**src/rtl/adc_decimator.sv**
```systemverilog
// Block-averaging decimator for the RNM ADC: sums 2^log2_ratio samples and emits
// one truncated average per block through a one-entry ready/valid holding register.
module adc_decimator #(
  parameter int bits       = 8,
  parameter int log2_ratio = 2
) (
  input  logic            clk,
  input  logic            rst,
  input  logic [0:bits-1] in,
  input  logic            in_valid,
  output logic [bits-1:0] out,
  output logic            out_sat,
  output logic            out_valid,
  input  logic            out_ready,
  output logic            overrun
);

  localparam int AW = bits + log2_ratio;
  localparam int CW = (log2_ratio > 0) ? log2_ratio : 1;
  localparam logic [CW-1:0] CNT_LAST = CW'((1 << log2_ratio) - 1);

  localparam logic EMPTY = 1'b0;
  localparam logic FULL  = 1'b1;

  logic [bits-1:0] code;
  logic            code_sat;
  logic [AW-1:0]   acc;
  logic [AW-1:0]   sum;
  logic [CW-1:0]   cnt;
  logic            sat_acc;
  logic            last;
  logic            complete;
  logic [bits-1:0] result;
  logic            result_sat;
  logic            state;
  logic            accept;

  // The converter presents its first (MSB) decision at the far end of the bus.
  for (genvar k = 0; k < bits; k++) begin : g_rev
    assign code[k] = in[bits-1-k];
  end

  assign code_sat   = (code == '0) || (code == '1);
  assign sum        = acc + AW'(code);
  // With log2_ratio=0 the counter is pinned at zero and every sample is a block.
  assign last       = (cnt == CNT_LAST);
  assign complete   = in_valid && last;
  assign result     = sum[AW-1:log2_ratio];
  assign result_sat = sat_acc | code_sat;
  assign accept     = (state == FULL) && out_ready;
  assign out_valid  = (state == FULL);

  // NOTE: sequential state uses non-blocking assignments and an async reset in the
  // sensitivity list, so rst clears everything without waiting for a clock edge.
  always_ff @(posedge clk or posedge rst) begin
    if (rst) begin
      acc     <= '0;
      cnt     <= '0;
      sat_acc <= 1'b0;
    end else if (complete) begin
      acc     <= '0;
      cnt     <= '0;
      sat_acc <= 1'b0;
    end else if (in_valid) begin
      acc     <= sum;
      cnt     <= cnt + CW'(1);
      sat_acc <= result_sat;
    end
  end

  // A completion is loaded whenever the slot is empty or is being drained this cycle.
  always_ff @(posedge clk or posedge rst) begin
    if (rst) begin
      state   <= EMPTY;
      out     <= '0;
      out_sat <= 1'b0;
      overrun <= 1'b0;
    end else begin
      if (complete && (state == EMPTY || accept)) begin
        state   <= FULL;
        out     <= result;
        out_sat <= result_sat;
      end else if (accept) begin
        state   <= EMPTY;
      end
      if (complete && state == FULL && !out_ready) begin
        overrun <= 1'b1;
      end
    end
  end

endmodule
```
**config.mk**
```make
export PLATFORM = sky130hd
export DESIGN_NAME = adc_decimator
export DESIGN_NICKNAME = d
export VERILOG_FILES = /design/src/rtl/adc_decimator.sv
export SDC_FILE = /design/constraint.sdc
export NUM_CORES = 1
export LEC_CHECK = 0
export ABC_AREA = 1
export CAP_MARGIN = 20
export CORE_UTILIZATION = 30
export CTS_CLUSTER_DIAMETER = 150
export DETAILED_ROUTE_END_ITERATION = 6
export PLACE_DENSITY_LB_ADDON = 0.2
export SLEW_MARGIN = 30
export SYNTH_ARGS = -nofsm -noshare
export SYNTH_HDL_FRONTEND = slang
export SYNTH_SLANG_ARGS = --single-unit
```
**constraint.sdc**
```tcl
create_clock -name clk -period 2.1 [get_ports clk]
set_clock_uncertainty 0.15 [all_clocks]
set_input_delay 0.21 -clock clk [delete_from_list [all_inputs] [get_ports clk]]
set_output_delay 0.21 -clock clk [all_outputs]
set_load 0.05 [all_outputs]
```
---- Word level (Yosys, flattened, before mapping) ----
Index checks and enable logic that the tools add are counted.
storage, ports and cells
  bits in registers ....................... 24
  input port bits ......................... 12
operators by class
  add/sub/neg operators ................... 2
  equal/unequal tests ..................... 2
  mux-type cells .......................... 8
  bitwise operators ....................... 2
  reduce and logical (&&, ||, !) cells .... 11
operators by type and width
  kind                 number
  $mux 10              2
  $add 10x8->10        1
  $eq 8x8->1 const B   1
  $logic_not 8->1      1
  $logic_and 1x1->1    5
  $mux 1               4
  $mux 2               2
  $reduce_bool 2->1    2
  $add 2x1->2 const B  1
  $eq 2x2->1 const B   1
  $logic_or 1x1->1     2
  $logic_not 1->1      1
  $not 1->1            1
  $or 1x1->1           1

---- Longest topological paths before layout ----
  depth in word-level cells ............... 5
  mapped depth ............................ 10

---- Least setup slack after synthesis ----
No wires, ideal clock.
  kind .................................... register to register
  start ................................... reg acc[0]
  end ..................................... reg out[4]
  library setup time ...................... 118 ps
  arrival ................................. 1,439 ps
  setup slack ............................. 393 ps
  stages on the path, launching flop included .. 9
  buffers on the path ..................... 0
  clock period less this slack ............ 1,707 ps
  cells stage by stage .................... dfrtp_1 -> ha_1 -> fa_1 -> nand3_1 -> nand2_1 -> nand3_1 -> nand3b_1 -> nand3_1 -> nand2_1
between the ends
  word-level cells in the longest chain between the ends .. 1
RTL lines
  what                    RTL line  source
  from (decl)             27        logic [AW-1:0] acc;
  from (signal assigned)  65        acc <= sum;
  $add 10x8->10           44        assign sum = acc + AW'(code);
  to (signal assigned)    81        out <= result;
  to (decl)               11        output logic [bits-1:0] out,
Every way passes these cells.
A chain may end at the register's enable or synchronous reset.

---- Final worst setup path ----
  start ................................... in in[7] in the netlist's numbering
  end ..................................... reg acc[6]
between the ends
  word-level cells in the longest chain between the ends .. 3
RTL lines
  what           RTL line  source
  from (decl)    9         input logic [0:bits-1] in,
  $add 10x8->10  44
  $mux 10        64        end else if (in_valid) begin
  $mux 10        60        end else if (complete) begin
Every way passes these cells. The select of a mux whose other input is x is not followed.

==> flow_metrics.py <==
metrics = {
    "final_layout": {
        "layout_common_cells": "nand2_1 (64), dfrtp_1 (24), clkdlybuf4s50_1 (22)",
        "nFillCells": 469,
        "layout-drive-gt1-share_pct": 10.0,
        "nets": 233,
        "multi_input_area_um2": 723,
        "area.growth.synth_to_final_pct": 27.9,
        "diodes": 0,
        "regArea_um2": 601,
        "layout_commonest_cell": "nand2_1",
    },
    "sta": {
        "fmax_mhz": 550,
        "worstMarginPinSlew_ns": 0.497,
        "setup_violations": 0,
        "drv_slew": 0,
        "finalCritPeriodShare_pct": 86.6,
        "rsz0062_at_grt": "false",
        "slew_headroom_pct": 66.8,
        "finalCriticalPeriod_ns": 1.82,
        "timing.final.ws_setup_ns": 0.281,
        "hold_violations": 0,
        "tns_ns": 0,
    },
    "flow_run": {
        "cap_violations": 0,
    },
    "detailed_routing": {
        "wirelength_um": 3110,
        "drtPass1Iterations": 4,
        "routed_via_density": 4.58,
        "ant_nets": 0,
        "drc": 0,
        "drt_iter0_markers": 52,
        "routedWlPerCell_um": 11.9,
        "vias": 1200,
    },
    "pwr": {
        "combinationalPowerShare_pct": 57.2,
        "power.switching_uw": 1170,
        "cellLeakagePower_uw": 0.000910,
        "swShare_pct": 45.4,
        "seqPwrFrac_pct": 30.4,
        "intPower_uw": 1400,
        "power.density_mw_per_mm2": 1430,
        "p_clk_share_pct": 12.4,
        "vdd_drop_max_uv": 769,
    },
    "clocking": {
        "cts.htree.levels": 1,
        "root_buffer": "clkbuf_8",
        "path_clk_slew_ns": 0.09,
        "clock_sinks": 24,
        "cts_tree": "done",
        "hold_buffers": 0,
        "cts_setup_buffers": 0,
        "cts_buffers": 3,
        "cts_buffer_depth": 2,
        "clock_latency_ns": 0.27,
        "cts_resized": 0,
    },
    "floorplan": {
        "die-height_um": 70.4,
        "die_x_um": 70.4,
        "fp.coreArea_mm2": 0.00441,
        "start_util_pct": 31.8,
        "dieArea_mm2": 0.00496,
        "num_rows": 24,
        "ioPinCount": 23,
    },
    "setup_path": {
        "cpMaxStageDelayCell": "clkdlybuf4s50_1",
        "reg2reg_depth": 8,
        "path_cells": "clkdlybuf4s50_1, ha_1, fa_1, nand3_1, nand2_1, nand3_1, nand3b_1, nand3_1, nand2_1",
        "crit_end": "acc[6]",
        "timing.rr.end": "acc[6]",
        "r2r_setup_slack_ns": 0.28,
        "critPathMaxStageDelay_ns": 0.42,
        "worstPathArrival_ns": 1.83,
        "r2r_start": "acc[0]",
        "cp.depth": 9,
        "cp-start-kind": "input port",
        "crit_required_ns": 2.11,
        "cp_top_family": "adder cells",
        "cp_max_fo": 3,
        "crit_buf_inv": 1,
        "worst-setup-path-type": "input port to flip-flop",
        "crit_path_frequent_cell": "nand3_1",
        "end_kind": "flip-flop",
        "startpoint": "in[7]",
    },
    "synthesis": {
        "ys_seq_area_share_pct": 42.8,
        "synthesis.area_mm2": 0.00140,
        "syn_area_per_cell_um2": 7.93,
        "post_synth_inst_count": 177,
        "yosysWarnings": 0,
        "ys_ff_latch": 24,
        "syn_nets": 199,
        "synthDistinctLibCells": 27,
    },
    "global_route": {
        "grt_max_degree": 25,
        "grt_pass1_vias": 1183,
        "grt_usage_pct": 14.0,
        "grt.overflow.total": 0,
        "grt_antenna_before_repair": 0,
        "grt_pass1_wl_um": 5440,
    },
    "min_path": {
        "worst_hold_path_type": "input port to async pin",
    },
    "place": {
        "place.gp.congestion": 0.791,
        "portBuffers": 22,
        "pre_cts_ws_ns": -0.00375,
        "dp_hpwl_um": 2390,
    },
    "outcome": {
        "status": "finished clean",
    },
}
routing by layer:
metal | vias up | global-route usage (%) | wire (um)
li1 | 637 | - | -
met1 | 539 | 19.0 | 1530
met2 | 22 | 23.0 | 1450
met3 | 2 | 3.03 | 113
met4 | 0 | 2.67 | 14
met5 | - | 0 | 0
Yosys cell counts:
cell type  count  area [um^2]
a21boi_0       1         7.51
a21oi_1        3         15.0
a21oi_2        1         8.76
a22o_1         2         17.5
buf_2          1         5.00
buf_6          1         11.3
dfrtp_1       24          601
fa_1           1         20.0
ha_1           9          113
inv_1         16         60.1
inv_2          1         3.75
nand2_1       64          240
nand2_2        2         12.5
nand3_1       20          100
nand3b_1       3         22.5
nand4_1        2         12.5
nor2_1        10         37.5
nor2_4         2         22.5
o211ai_1       1         7.51
o21a_1         1         7.51
o21ai_0        4         20.0
o21ai_1        2         10.0
o21ai_2        1         8.76
o21bai_1       1         7.51
or2_2          1         6.26
xnor2_1        2         17.5
xor2_1         1         8.76
metrics by stage:
stage | std cells | area (um^2) | power, uW | util, % | hold WS (ns)
final | 262 | 1800 | 2570 | 40.7 | 0.128
after floorplan | 177 | 1400 | 1830 | - | 0.0746
after global routing | 262 | 1800 | 2810 | 40.7 | 0.166
after global placement | 258 | 1740 | 2270 | 39.4 | 0.311
after detailed placement | 258 | 1740 | 2280 | 39.4 | 0.311
after CTS | 262 | 1800 | 2610 | 40.7 | 0.138
power groups by stage:
stage / combinational (uW) / sequential [uW] / clock (uW)
2_1_floorplan: 753 / 1080 / 0
3_3_place_gp: 1480 / 793 / 0
3_5_place_dp: 1480 / 794 / 0
4_1_cts: 1490 / 787 / 330
5_1_grt: 1650 / 816 / 345
6_report: 1470 / 783 / 319
worst min-delay path by stage:
| stage | startpoint | to | slack (ns) | cells after the start |
|---|---|---|---|---|
| detailed placement | overrun | overrun | 0.31 | 1 |
| finish | rst | overrun | 0.13 | 3 |
| floorplan | rst | acc[0] | 0.07 | 1 |
| global placement | cnt[1] | cnt[1] | 0.31 | 2 |
| CTS | rst | out[0] | 0.14 | 3 |
| global route | rst | out_valid | 0.17 | 3 |
state kept, by name, summed over array words and instances (netlist names):
signal / flops
sat_acc: 1
overrun: 1
acc: 10
out: 8
out_sat: 1
out_valid: 1
cnt: 2
area by class of cell:
type	count	area share, %
clock buffers	4	3.07
inverters	17	3.55
multi-input cells	134	40.3
flip-flops and latches	24	33.4
well taps	52	3.62
repair buffers	31	16.0
cells by family after synthesis:
family / after synthesis / share of synthesized area, %
and+or+nand+nor: 104 / 32.4
adders and majority gates: 10 / 9.45
AOI/OAI and AO/OA: 17 / 7.84
xor gates and xnor gates: 3 / 1.87
buffers and inverters: 19 / 5.70
DFF: 24 / 42.8
tightest hold or removal path, cell delays in order:
cell and delay (ns):
clkdlybuf4s50_1 0.39, inv_1 0.05, buf_4 0.30
Note: power is estimated with default switching activity, not from simulation.
==> variant: new RTL, same flow settings <==
Set the parameter `bits` to 10 (it was 8).
--- a/src/rtl/adc_decimator.sv
+++ b/src/rtl/adc_decimator.sv
@@ -2,5 +2,5 @@
 // one truncated average per block through a one-entry ready/valid holding register.
 module adc_decimator #(
-  parameter int bits       = 8,
+  parameter int bits       = 10,
   parameter int log2_ratio = 2
 ) (
Ports: changed (resized in and out); port bits go from 23 to 27. The function was not compared with the original's and may differ.
==> variant against the unedited design <==
- worst setup slack got worse by 100 ps
- highest routed layer unchanged
- wire length rose by 38%
- power rose by 26%
- area after synthesis rose by 25%
- combinational power rose by 29%
- sequential cell count rose by 4
- register-to-register slack got worse by 70 ps
- core utilization fell by 0.70 points
- hold slack improved by 5.5 ps
- fmax fell by 5.2%
- design area rose by 24%
- global-route usage rose by 1.4 points
==> variant: results (changes against the unedited design) <==
[logic_synthesis]
ys_warn_count=0  ; unchanged
synth_seq_area_share_pct=39.9  ; was 42.8%
netlist_top_cells_area=dfrtp_1, nand2_1, ha_1  ; unchanged
synth-adder-area-share_pct=8.99  ; was 9.45%
synth_common_cells=nand2_1, dfrtp_1, inv_1  ; was nand2_1, dfrtp_1, nand3_1
synthXorXnorAreaFrac_pct=2.50  ; was 1.87%
synth_compound_area_share_pct=6.63  ; was 7.84%
synth_nets=261  ; was 199
synth_cell_type_count=31  ; was 27
synth.mux.area_fraction_pct=0  ; unchanged

[timing]
fin_ws_ps=181  ; was 281 ps
hold_ws_ps=133  ; was 128 ps
slew_headroom_pct=66.0  ; was 66.8%

[grt]
grt_pass1_wl_mm=7.32  ; was 5.44 mm
first_global_vias=1549  ; was 1183
grt_max_degree=29  ; was 25
antenna_found_initial=0  ; unchanged
track_usage_pct=15.4  ; was 14.0%

[worst_setup_path]
r2r_slack_ps=210  ; was 280 ps
worstPathMaxFanout=3  ; unchanged
critPathTopFamily=adder cells  ; unchanged
cpPeakStageDelay_ps=480  ; was 420 ps
arrival_ps=2000  ; was 1830 ps

[detailed_routing]
viasPerCell=4.57  ; was 4.58
drtPass1Iterations=4  ; unchanged
drtIter0Drc=95  ; was 52
wl_per_cell_um=12.4  ; was 11.9 µm

[cells_and_area]
top_regs=acc: 12 flops, out: 10 flops, cnt: 2 flops  ; was acc: 10 flops, out: 8 flops, cnt: 2 flops
nets=299  ; was 233
drive_above_1_share_pct=9.56  ; was 10.0%
antennaDiodeCount=0  ; unchanged
n_fill_cell=591  ; was 469

[clocking]
clk_pin_slew_ps=100
cts-buffers-inserted=3  ; unchanged
clkLatencyLatePin_ps=280
cts_max_level=1  ; unchanged
cts.repair.resized=0  ; unchanged
post_cts_buffers=0  ; unchanged

[place]
dp_hpwl_mm=3.35  ; was 2.39 mm
io_buffers=26  ; was 22
finalWeightedCongestion=0.812  ; was 0.791
post-place-ws_ps=-106  ; was -3.75 ps
post_dp_cell_area_um2=2160  ; was 1740 µm²

[status]
status=complete, no violations  ; unchanged

[power]
p_leak_nw=1.15  ; was 0.910 nW
ir_drop_mv=0.659  ; was 0.769 mV

variant: worst paths after layout:
kind                            cells past startpoint  startpoint  endpoint
worst max-delay path                               10       in[9]    acc[6]
worst min-delay path                                3         rst    out[4]
worst max register to register                      9      acc[0]    acc[6]
worst min register to register                      1     overrun   overrun
max in group asynchronous                           3         rst    acc[2]
min in group clk                                    1     overrun   overrun
variant: cell families after synthesis:
| family | Yosys count |
|---|---|
| compound gates | 19 |
| fa+ha+maj | 12 |
| xor+xnor | 5 |
| buf+inv | 32 |
| simple gates | 139 |
| flops | 28 |
variant: per-stage QoR:
| stage | std cells | util [%] | power (mW) |
|---|---|---|---|
| 6_report | 344 | 40.0 | 3.25 |
| 3_3_place_gp | 340 | 38.7 | 2.80 |
| 3_5_place_dp | 340 | 38.7 | 2.82 |
| 4_1_cts | 344 | 40.0 | 3.27 |
| 5_1_grt | 344 | 40.0 | 3.52 |
| 2_1_floorplan | 235 | - | 2.24 |
variant: area by class of cell:
type,count,area (µm²),share of cell area [%]
clock inverters,1,30.0,1.35
clock buffers,3,41.3,1.85
well taps,72,90.1,4.04
flip-flops and latches,28,701,31.4
multi-input cells,175,926,41.5
repair buffers,35,328,14.7
inverters,30,113,5.05
variant: metal layers:
metal	wire length (µm)	up-vias	track usage, %
met5	0	-	0
met2	1890	25	24.6
li1	-	822	-
met1	2200	720	21.5
met4	61	0	5.00
met3	122	5	2.09
variant: power breakdown:
group          leakage [nW]  switching, mW  total [mW]  internal, mW
Combinational         0.765           1.20        1.90         0.699
Clock                0.0357          0.178       0.434         0.256
Sequential            0.354          0.148       0.915         0.768
variant: tightest hold or removal path, cell delays in order:
cell and delay [ps]:
clkdlybuf4s50_1 390, inv_1 50, buf_4 330
